--- config.mk ---
export PLATFORM = sky130hd
export DESIGN_NAME = flex_counter_bank_flat
export DESIGN_NICKNAME = d
export VERILOG_FILES = /design/src/rtl/flex_counter_bank_if.sv /design/src/rtl/flex_counter_bank.sv /design/src/flat_wrapper.sv
export SDC_FILE = /design/constraint.sdc
export NUM_CORES = 1
export LEC_CHECK = 0
export CORE_MARGIN = 2
export CORE_UTILIZATION = 28
export CTS_BUF_LIST = sky130_fd_sc_hd__clkbuf_4
export CTS_CLUSTER_DIAMETER = 50
export CTS_CLUSTER_SIZE = 8
export DETAILED_ROUTE_END_ITERATION = 16
export SYNTH_ARGS = -nofsm -noshare
export SYNTH_HDL_FRONTEND = slang
export SYNTH_SLANG_ARGS = --single-unit
--- constraint.sdc ---
create_clock -name clk -period 3 [get_ports clk]
set_input_delay 0.3 -clock clk [delete_from_list [all_inputs] [get_ports clk]]
set_output_delay 0.3 -clock clk [all_outputs]
set_load 0.03 [all_outputs]
--- src/rtl/flex_counter_bank_if.sv ---
// Bus bundle for flex_counter_bank: per-channel controls, packed values and
// registered count/flag outputs.
interface flex_counter_bank_if #(
  parameter int unsigned NUM_CNT_BITS = 8,
  parameter int unsigned NUM_CH       = 4
);
  logic [NUM_CH-1:0]              clear;
  logic [NUM_CH-1:0]              count_enable;
  logic [NUM_CH-1:0]              count_down;
  logic [NUM_CH-1:0]              saturate;
  logic [NUM_CH-1:0]              load;
  logic [NUM_CH*NUM_CNT_BITS-1:0] load_val;
  logic [NUM_CH*NUM_CNT_BITS-1:0] rollover_val;
  logic [NUM_CH*NUM_CNT_BITS-1:0] count_out;
  logic [NUM_CH-1:0]              rollover_flag;
  logic [NUM_CH-1:0]              underflow_flag;
  logic [NUM_CH-1:0]              wrap_pulse;

  modport master (
    output clear, count_enable, count_down, saturate, load, load_val, rollover_val,
    input  count_out, rollover_flag, underflow_flag, wrap_pulse
  );

  modport slave (
    input  clear, count_enable, count_down, saturate, load, load_val, rollover_val,
    output count_out, rollover_flag, underflow_flag, wrap_pulse
  );
endinterface

--- src/rtl/flex_counter_bank.sv ---
// Bank of independent up/down, wrap/saturate counters with per-channel
// terminal value, level rollover/underflow flags and a one-cycle wrap pulse.
module flex_counter_bank #(
  parameter int unsigned NUM_CNT_BITS = 8,
  parameter int unsigned NUM_CH       = 4
) (
  input  logic              clk,
  input  logic              n_rst,
  flex_counter_bank_if.slave bus
);
  localparam int unsigned W = NUM_CNT_BITS;
  localparam logic [W-1:0] ONE = W'(1);

  logic [W-1:0]      cnt_q [NUM_CH];
  logic [W-1:0]      cnt_d [NUM_CH];
  logic [NUM_CH-1:0] rf_q, rf_d, uf_q, uf_d, wp_q, wp_d;
  logic [W-1:0]      cur, rv;

  always_comb begin
    cur = '0;
    rv  = '0;
    rf_d = rf_q;
    uf_d = uf_q;
    wp_d = '0;
    for (int unsigned i = 0; i < NUM_CH; i++) begin
      cnt_d[i] = cnt_q[i];
      cur = cnt_q[i];
      rv  = bus.rollover_val[i*W +: W];
      if (bus.clear[i]) begin
        cnt_d[i] = '0;
        rf_d[i]  = 1'b0;
        uf_d[i]  = 1'b0;
      end else if (bus.load[i]) begin
        cnt_d[i] = bus.load_val[i*W +: W];
        rf_d[i]  = 1'b0;
        uf_d[i]  = 1'b0;
      end else if (bus.count_enable[i]) begin
        if (rv == '0) begin
          // A zero terminal value parks the channel with everything quiet
          cnt_d[i] = '0;
          rf_d[i]  = 1'b0;
          uf_d[i]  = 1'b0;
        end else if (!bus.count_down[i]) begin
          if (cur < rv) begin
            cnt_d[i] = cur + ONE;
          end else if (bus.saturate[i]) begin
            cnt_d[i] = rv;
          end else begin
            cnt_d[i] = ONE;
            wp_d[i]  = 1'b1;
          end
          rf_d[i] = (cnt_d[i] == rv);
          uf_d[i] = 1'b0;
        end else begin
          if (cur == '0) begin
            if (!bus.saturate[i]) begin
              cnt_d[i] = rv;
              wp_d[i]  = 1'b1;
            end
          end else if (cur > rv) begin
            cnt_d[i] = rv;
          end else begin
            cnt_d[i] = cur - ONE;
          end
          uf_d[i] = (cnt_d[i] == '0);
          rf_d[i] = 1'b0;
        end
      end
    end
  end

  always_ff @(posedge clk or negedge n_rst) begin
    if (!n_rst) begin
      for (int unsigned i = 0; i < NUM_CH; i++) cnt_q[i] <= '0;
      rf_q <= '0;
      uf_q <= '0;
      wp_q <= '0;
    end else begin
      for (int unsigned i = 0; i < NUM_CH; i++) cnt_q[i] <= cnt_d[i];
      rf_q <= rf_d;
      uf_q <= uf_d;
      wp_q <= wp_d;
    end
  end

  for (genvar g = 0; g < NUM_CH; g++) begin : g_pack
    assign bus.count_out[g*W +: W] = cnt_q[g];
  end

  assign bus.rollover_flag  = rf_q;
  assign bus.underflow_flag = uf_q;
  assign bus.wrap_pulse     = wp_q;
endmodule

--- src/flat_wrapper.sv ---
// flat-port wrapper written by rule: the top's interface ports become plain ports
module flex_counter_bank_flat 
#(
  parameter int unsigned NUM_CNT_BITS = 8,
  parameter int unsigned NUM_CH       = 4
)
  (clk, n_rst, bus_clear, bus_count_enable, bus_count_down, bus_saturate, bus_load, bus_load_val, bus_rollover_val, bus_count_out, bus_rollover_flag, bus_underflow_flag, bus_wrap_pulse);
  flex_counter_bank_if #(.NUM_CNT_BITS(NUM_CNT_BITS), .NUM_CH(NUM_CH)) bus_i ();
  input  logic clk;
  input  logic n_rst;
  input wire logic [$bits(bus_i.clear)-1:0] bus_clear;
  input wire logic [$bits(bus_i.count_enable)-1:0] bus_count_enable;
  input wire logic [$bits(bus_i.count_down)-1:0] bus_count_down;
  input wire logic [$bits(bus_i.saturate)-1:0] bus_saturate;
  input wire logic [$bits(bus_i.load)-1:0] bus_load;
  input wire logic [$bits(bus_i.load_val)-1:0] bus_load_val;
  input wire logic [$bits(bus_i.rollover_val)-1:0] bus_rollover_val;
  output wire logic [$bits(bus_i.count_out)-1:0] bus_count_out;
  output wire logic [$bits(bus_i.rollover_flag)-1:0] bus_rollover_flag;
  output wire logic [$bits(bus_i.underflow_flag)-1:0] bus_underflow_flag;
  output wire logic [$bits(bus_i.wrap_pulse)-1:0] bus_wrap_pulse;
  assign bus_i.clear = bus_clear;
  assign bus_i.count_enable = bus_count_enable;
  assign bus_i.count_down = bus_count_down;
  assign bus_i.saturate = bus_saturate;
  assign bus_i.load = bus_load;
  assign bus_i.load_val = bus_load_val;
  assign bus_i.rollover_val = bus_rollover_val;
  assign bus_count_out = bus_i.count_out;
  assign bus_rollover_flag = bus_i.rollover_flag;
  assign bus_underflow_flag = bus_i.underflow_flag;
  assign bus_wrap_pulse = bus_i.wrap_pulse;
  flex_counter_bank #(.NUM_CNT_BITS(NUM_CNT_BITS), .NUM_CH(NUM_CH)) u_core (.clk(clk), .n_rst(n_rst), .bus(bus_i));
endmodule
==> metrics.md, run 1 <==
| Metric | Value |
|---|---|
| Gpl congestion | 0.9677 |
| Clock period minus worst slack | 2.830 ns |
| Skew final | 0.01399 ns |
| Slowest cell on crit path | a2111oi_0 |
| Initial DRC count | 703 |
| Largest net degree at the start of global routing | 26 |
| Clock Latency Late Sink | 0.42 ns |
| CP Depth | 10 |
| Sequential cell area | 1102 um^2 |
| Seq cells post-synth | 44 |
| Buf+Inv Stages, Crit Path | 2 |
| Maximum resistive drop on vdd | 0.1504 mV |
| Total grt overflow | 0 |
| Yosys warning total | 0 |
| Outcome | finished clean |
| TritonRoute pass-1 iters | 5 |
| Post-synth EDFFs | 0 |
| Mean post-synth cell area | between 7 and 8 um^2 |
| Area growth syn-to-layout | 39.55% |
| PwrDens | roughly 330 nW/um^2 |
| Setup TNS | 0 ns |
| H-tree level count | 2 |
| Final worst-path cycle share | 0.9432 |
| DR vias | 7035 |
| Top cells by area, synth | dfrtp_1 19%, ha_1 9.3%, a21oi_1 8.3% |
| Final total power | 2.753 mW |
| WL/cell | 17.88 um |
| Vias in the first global route | 6664 |
| CTS Sinks | 44 |
| Critical Path End Type | register |
| Die Wd | 149.2 um |
| Gr usage total | 0.2027 |
| HPWL Detailed | between 15000 and 20000 um |
| Post-synthesis sequential area ratio | 0.1865 |
| RSZ-0062 raised after global routing | no |
| CP Max Fanout | 7 |
| Site row count | 53 |
| Synth area leader | dfrtp_1 |
| Slew headroom | 0.5348 |
| Clock-pin slew on the worst setup and hold paths | 0.16 ns |
| Distinct cells, synth | 69 |
| Critical Path AT | 3.20 ns |
| Detailed Route WL | 22850 um |
| Cells on worst reg2reg path | 10 |
| Worst Path Required | 3.37 ns |
| Tightest Pin Transition | 0.6925 ns |
| Worst flop-to-flop path endpoint | u_core.bus.underflow_flag[2] |
| Most common cell after layout, fill and taps aside | clkdlybuf4s50_1 |
| Synth top area share | 0.1865 |
| Ordered list of cells on the worst path | inv_1 -> ha_1 -> and4_1 -> nand2b_1 -> a21oi_1 -> nor3_1 -> buf_4 -> o221a_2 -> a2111oi_0 -> a22o_1 |
| Num CTS Buffers | 5 |
| Post-route core utilization | 0.3944 |
| Synth async-reset ratio | 1.000 |
| Finished Layout Cells | 1278 |
| # setup viols final | 0 |
| Most frequent cells in the layout | 128 x clkdlybuf4s50_1, 110 x buf_4, 98 x a21oi_1 |
| I/O Pins | 130 |
| Cells after synthesis | 815 |
| Static Leak | 3.484 nW |
| ANT cells | 0 |
| Max-cap violations | 0 |
| Fmax | 0.3534 GHz |
| Final Hold Violating Endpoints | 0 |
| Post-Syn Nets | 945 |
| ANT nets after route | 0 |
| CTS tree | built |
| Netlist Area Pre-Place | 5903 um^2 |
| Clock Tree Buf Depth | 2 |
| Critical Path Source Type | register |
| Crit path capture | u_core.bus.underflow_flag[2] |
| Top cell family by delay on the critical path | compound AO/OA/AOI/OAI gates |
| WS Path Type | reg -> reg |
| Hold slack | 0.3702 ns |
| Final #Nets | 1133 |
| Hold WC Path Type | in -> async |
| Crit. Startpoint | u_core.bus.count_out[16] |
| Post-synth top flop | dfrtp_1 |
| R2r startpoint | u_core.bus.count_out[16] |
| Filler Cells Inserted | approximately 2200 |
| First-pass GRT wire length | about 36000 um |
| Pins Over Slew Limit | 0 |
| Root Buffer | clkbuf_4 |
| Drc violations | 0 |
| IO buf count | 129 |
| R2R setup slack | 0.17 ns |
| Die H | 149.2 um |
| Initial antenna violation count | 0 |
| Fraction of layout instances using a drive strength above 1 | 0.1366 |
| Multi-input gate area | 4354 um^2 |
| Placed cells | 1270 |
| DIE AREA | 22260 um^2 |
| Starting density of the core | 0.2826 |
| Core box area | 20890 um^2 |
| Slowest stage delay, CP | 0.47 ns |
| Post-DR vias/cell | 5.505 |
cell type report:
class,count,share of cell area
Inverter,58,0.02643
Timing Repair Buffer,240,0.2576
Clock inverter,2,0.007290
Clock buffer,5,0.004557
Multi-Input combinational cell,654,0.5286
Sequential cell,44,0.1338
Tap cell,275,0.04177
repair_timing:
action	4_1_cts	5_1_grt
setup buffers	0	0
gates resized for setup	0	0
hold buffers	1	0
endpoints found under the hold margin	19	0
logic make-up after synthesis:
| group | synth area share |
|---|---|
| AND/OR/NAND/NOR | 0.2393 |
| buffers and inverters | 0.07588 |
| XOR/XNOR | 0.07864 |
| multiplexers | 0.01738 |
| adder cells (fa/ha/maj) | 0.09326 |
| flip-flops | 0.1865 |
| AO/OA/AOI/OAI | 0.3090 |
synthesized netlist by cell type, types with 4 or more instances:
master	number
nor4_1	11
o211ai_1	10
nand4_1	7
xnor2_1	34
nor3b_1	17
xor2_1	19
clkbuf_1	56
nand3b_1	5
inv_1	58
a31oi_1	6
o21ai_0	36
nor2b_1	5
dfrtp_1	44
nand3_1	26
and3_1	8
a311o_1	4
a21oi_1	98
nor3_1	39
a311oi_1	11
o31ai_1	6
and2_1	9
mux2i_1	8
o22ai_1	11
a21o_1	9
or3_1	7
or2_2	6
a211o_1	13
o2bb2ai_1	5
a221oi_1	14
nand2b_1	4
nor2_1	66
o32ai_1	4
a211oi_1	12
a2111oi_0	4
nand2_1	49
ha_1	44
layer usage:
metal | GRT usage | up-vias | part of all wire
met5 | 0 | - | 0
met4 | 0.05143 | 0 | 0.018
met3 | 0.03089 | 35 | 0.075
met2 | 0.3221 | 319 | 0.45
met1 | 0.2870 | 3286 | 0.46
li1 | - | 3395 | -
worst min-delay path by stage:
stage | slack [ns] | cells after the start | to | start
floorplan | 0.004 | 0 | u_core.bus.count_out[0] | n_rst
global placement | 0.30 | 1 | u_core.bus.wrap_pulse[3] | n_rst
detailed placement | 0.31 | 1 | u_core.bus.wrap_pulse[3] | n_rst
CTS | 0.36 | 2 | u_core.bus.wrap_pulse[3] | n_rst
global route | 0.38 | 2 | u_core.bus.wrap_pulse[3] | n_rst
finish | 0.37 | 2 | u_core.bus.wrap_pulse[3] | n_rst
through the flow:
| step | worst slack (ns) | area (um^2) |
|---|---|---|
| after floorplan | 0.03803 | 5904 |
| after global placement | -0.01196 | 8130 |
| after CTS | 0.1800 | 8238 |
| final | 0.1704 | 8238 |
| after detailed placement | -0.04378 | 8130 |
| after global routing | 0.01523 | 8238 |
state kept, by name, indices dropped and copies added (netlist names):
name	cells
u_core.cur	8
u_core.bus.underflow_flag	4
u_core.bus.count_out	24
u_core.bus.wrap_pulse	4
u_core.bus.rollover_flag	4
report_power, final:
part	internal, mW	switching [mW]
Clock	0.255	0.235
Combinational	0.708	0.880
Sequential	0.629	0.0464
Power figures use the tool's default switching activity.
==> inputs of run 2 (changes only) <==
CTS_CLUSTER_DIAMETER = 100   (was 50)
==> results of run 2 <==
Final layout, timing and power as in run 1 (identical DEF).
==> inputs of run 3 (changes only) <==
CORE_MARGIN = unset   (was 2)
==> metrics.md, run 3 (synthesis gave the netlist of run 1 again) <==
| Metric | Value |
|---|---|
| H-tree level count | 2 (unchanged) |
| Ordered list of cells on the worst path | inv_2 -> ha_1 -> or4b_4 -> or4_4 -> o21ai_2 -> o21ai_2 -> o2bb2ai_1 -> or4_1 -> o31ai_2 |
| Most common cell after layout, fill and taps aside | clkdlybuf4s50_1 |
| Tightest Pin Transition | 0.7953 ns (+0.1028 ns) |
| Hold WC Path Type | in -> async |
| ANT cells | 0 (unchanged) |
| Setup TNS | 0 ns (unchanged) |
| ANT nets after route | 0 (unchanged) |
| Max reg flops | 24 (unchanged) |
| First-pass GRT wire length | 36140 um (+1.1%) |
| Clock-pin slew on the worst setup and hold paths | 0.18 ns (+0.02 ns) |
| Fraction of layout instances using a drive strength above 1 | 0.1400 (+0.003430) |
| RSZ-0062 raised after global routing | no |
| Post-DR vias/cell | 5.457 (-0.87%) |
| Critical Path Source Type | register |
| Final total power | 2.606 mW (-5.3%) |
| Fin area | 8213 um^2 (-0.30%) |
| Clock Latency Late Sink | 0.40 ns (-0.02 ns) |
| Slew headroom | 0.4657 (-0.06909) |
| PwrDens | 317.3 nW/um^2 (-5.1%) |
| Core box area | 20430 um^2 (-2.2%) |
| Placed cells | 1268 (-0.16%) |
| Detailed Route WL | 23060 um (+0.88%) |
| Critical Path End Type | register |
| Starting density of the core | 0.2890 (+0.006352) |
| Num CTS Buffers | 5 (unchanged) |
| Outcome | finished clean |
| Area after DPL | 8147 um^2 (+0.20%) |
| Skew final | 0.02321 ns (+0.009226 ns) |
| Initial antenna violation count | 0 (unchanged) |
| R2R setup slack | 0.14 ns (-0.03 ns) |
| Slowest stage delay, CP | 0.55 ns (+0.08 ns) |
| Crit path capture | u_core.bus.underflow_flag[0] |
| Vias in the first global route | 6652 (-0.18%) |
| Gr usage total | 0.2113 (+0.008533) |
| Worst setup margin | 0.1407 ns (-0.02964 ns) |
| Combinational fraction of design power | 0.611 (+0.034) |
| Crit. Startpoint | u_core.bus.count_out[1] |
| Static Leak | 3.471 nW (-0.38%) |
| CTS Sinks | 44 (unchanged) |
| Hold slack | 0.3699 ns (-0.0002570 ns) |
| Top cell by count, worst path | o21ai_2 |
| Area growth syn-to-layout | 39.13% |
| Site row count | 52 (-1.9%) |
| Cells on worst reg2reg path | 9 (-1) |
| Final Hold Violating Endpoints | 0 (unchanged) |
| Die H | 147.2 um (-1.3%) |
| Clock period minus worst slack | 2.859 ns (+0.02964 ns) |
| DIE AREA | 21670 um^2 (-2.7%) |
| Clock power frac | 0.129 (-0.049) |
| Largest net degree at the start of global routing | 20 (-23%) |
| Total grt overflow | 0 (unchanged) |
| HPWL Detailed | 18210 um (+1.2%) |
| CP Depth | 9 (-1) |
| R2r startpoint | u_core.bus.count_out[1] |
| Drc violations | 0 (unchanged) |
| WL/cell | 18.05 um (+0.96%) |
| Gpl congestion | 0.9848 (+1.8%) |
| Final worst-path cycle share | 0.9531 (+0.009879) |
| Seq pwr share | 0.260 (+0.015) |
| Fmax | 0.3497 GHz (-1.0%) |
| WS Path Type | reg -> reg |
| Pins Over Slew Limit | 0 (unchanged) |
| Final #Nets | 1136 (+0.26%) |
| DR vias | 6968 (-0.95%) |
| Worst Path Required | 3.34 ns (-0.03 ns) |
| Die Wd | 147.2 um (-1.3%) |
| Internal power | 1.429 mW (-10%) |
| Buf+Inv Stages, Crit Path | 1 (-1) |
| I/O Pins | 130 (unchanged) |
| CP Max Fanout | 5 (-2) |
| Maximum resistive drop on vdd | 0.1421 mV (-5.5%) |
| Worst flop-to-flop path endpoint | u_core.bus.underflow_flag[0] |
| Root Buffer | clkbuf_4 |
| Max-cap violations | 0 (unchanged) |
| Clock Tree Buf Depth | 2 (unchanged) |
| IO buf count | 129 (unchanged) |
| CTS tree | built |
| Top cell family by delay on the critical path | simple AND/OR/NAND/NOR gates |
| Post-CTS Setup Inserts | 0 (unchanged) |
| Sw Pwr | 1.178 mW (+1.4%) |
| Pre-CTS WS | -0.09029 ns (-0.04651 ns) |
| Post-route core utilization | 0.4020 (+0.007639) |
| Most frequent cells in the layout | 128 x clkdlybuf4s50_1, 113 x buf_4, 98 x a21oi_1 |
| Switching Fraction | 0.4519 (+0.03018) |
| Critical Path AT | 3.20 ns (about the same) |
| TritonRoute pass-1 iters | 5 (unchanged) |
| Slowest cell on crit path | or4_1 |
| Finished Layout Cells | 1277 (-0.078%) |
| Initial DRC count | 589 (-16%) |
| # setup viols final | 0 (unchanged) |
## run 3: cell count changes in the layout (fill, tap and decap cells not counted), sizes merged
cell | before | now
bufinv | 2 | 0
clkinv | 0 | 1
clkinvlp | 0 | 2
buf | 111 | 114
## run 3: layout make-up
type	instances	area (um^2)
Fill cell	2150	12220
Multi-Input combinational cell	654	4354
Timing Repair Buffer	243	2145
Sequential cell	44	1102
Tap cell	270	337.8
Inverter	58	217.7
Clock buffer	5	37.54
Clock inverter	3	18.77
## run 3: worst min-delay path by stage
stage / startpoint / endpoint / depth (start not counted)
3_3_place_gp: n_rst / u_core.bus.count_out[5] / 1
5_1_grt: n_rst / u_core.bus.count_out[5] / 2
6_report: n_rst / u_core.bus.count_out[5] / 2
2_1_floorplan: n_rst / u_core.bus.count_out[0] / 0
4_1_cts: n_rst / u_core.bus.count_out[5] / 2
3_5_place_dp: n_rst / u_core.bus.wrap_pulse[3] / 1
## run 3: what timing repair did
item / 4_1_cts / 5_1_grt
hold buffers: 1 / 0
setup endpoints to repair: 0 / 1
hold endpoints to repair: 17 / 0
gates resized for setup: 0 / 1
## run 3: per-layer routing
metal	up-vias	part of all wire	global-route usage
met5	-	0	0
met4	0	0.019	0.05825
met3	35	0.070	0.02950
met2	301	0.46	0.3434
met1	3231	0.45	0.2903
li1	3401	-	-
## run 3: power by group through the flow
stage	combinational [mW]	sequential [mW]	clock [mW]
after floorplan	0.857	0.758	0
after global placement	1.57	0.690	0
after detailed placement	1.57	0.689	0
after CTS	1.58	0.678	0.347
after global routing	1.73	0.683	0.368
final	1.59	0.678	0.336
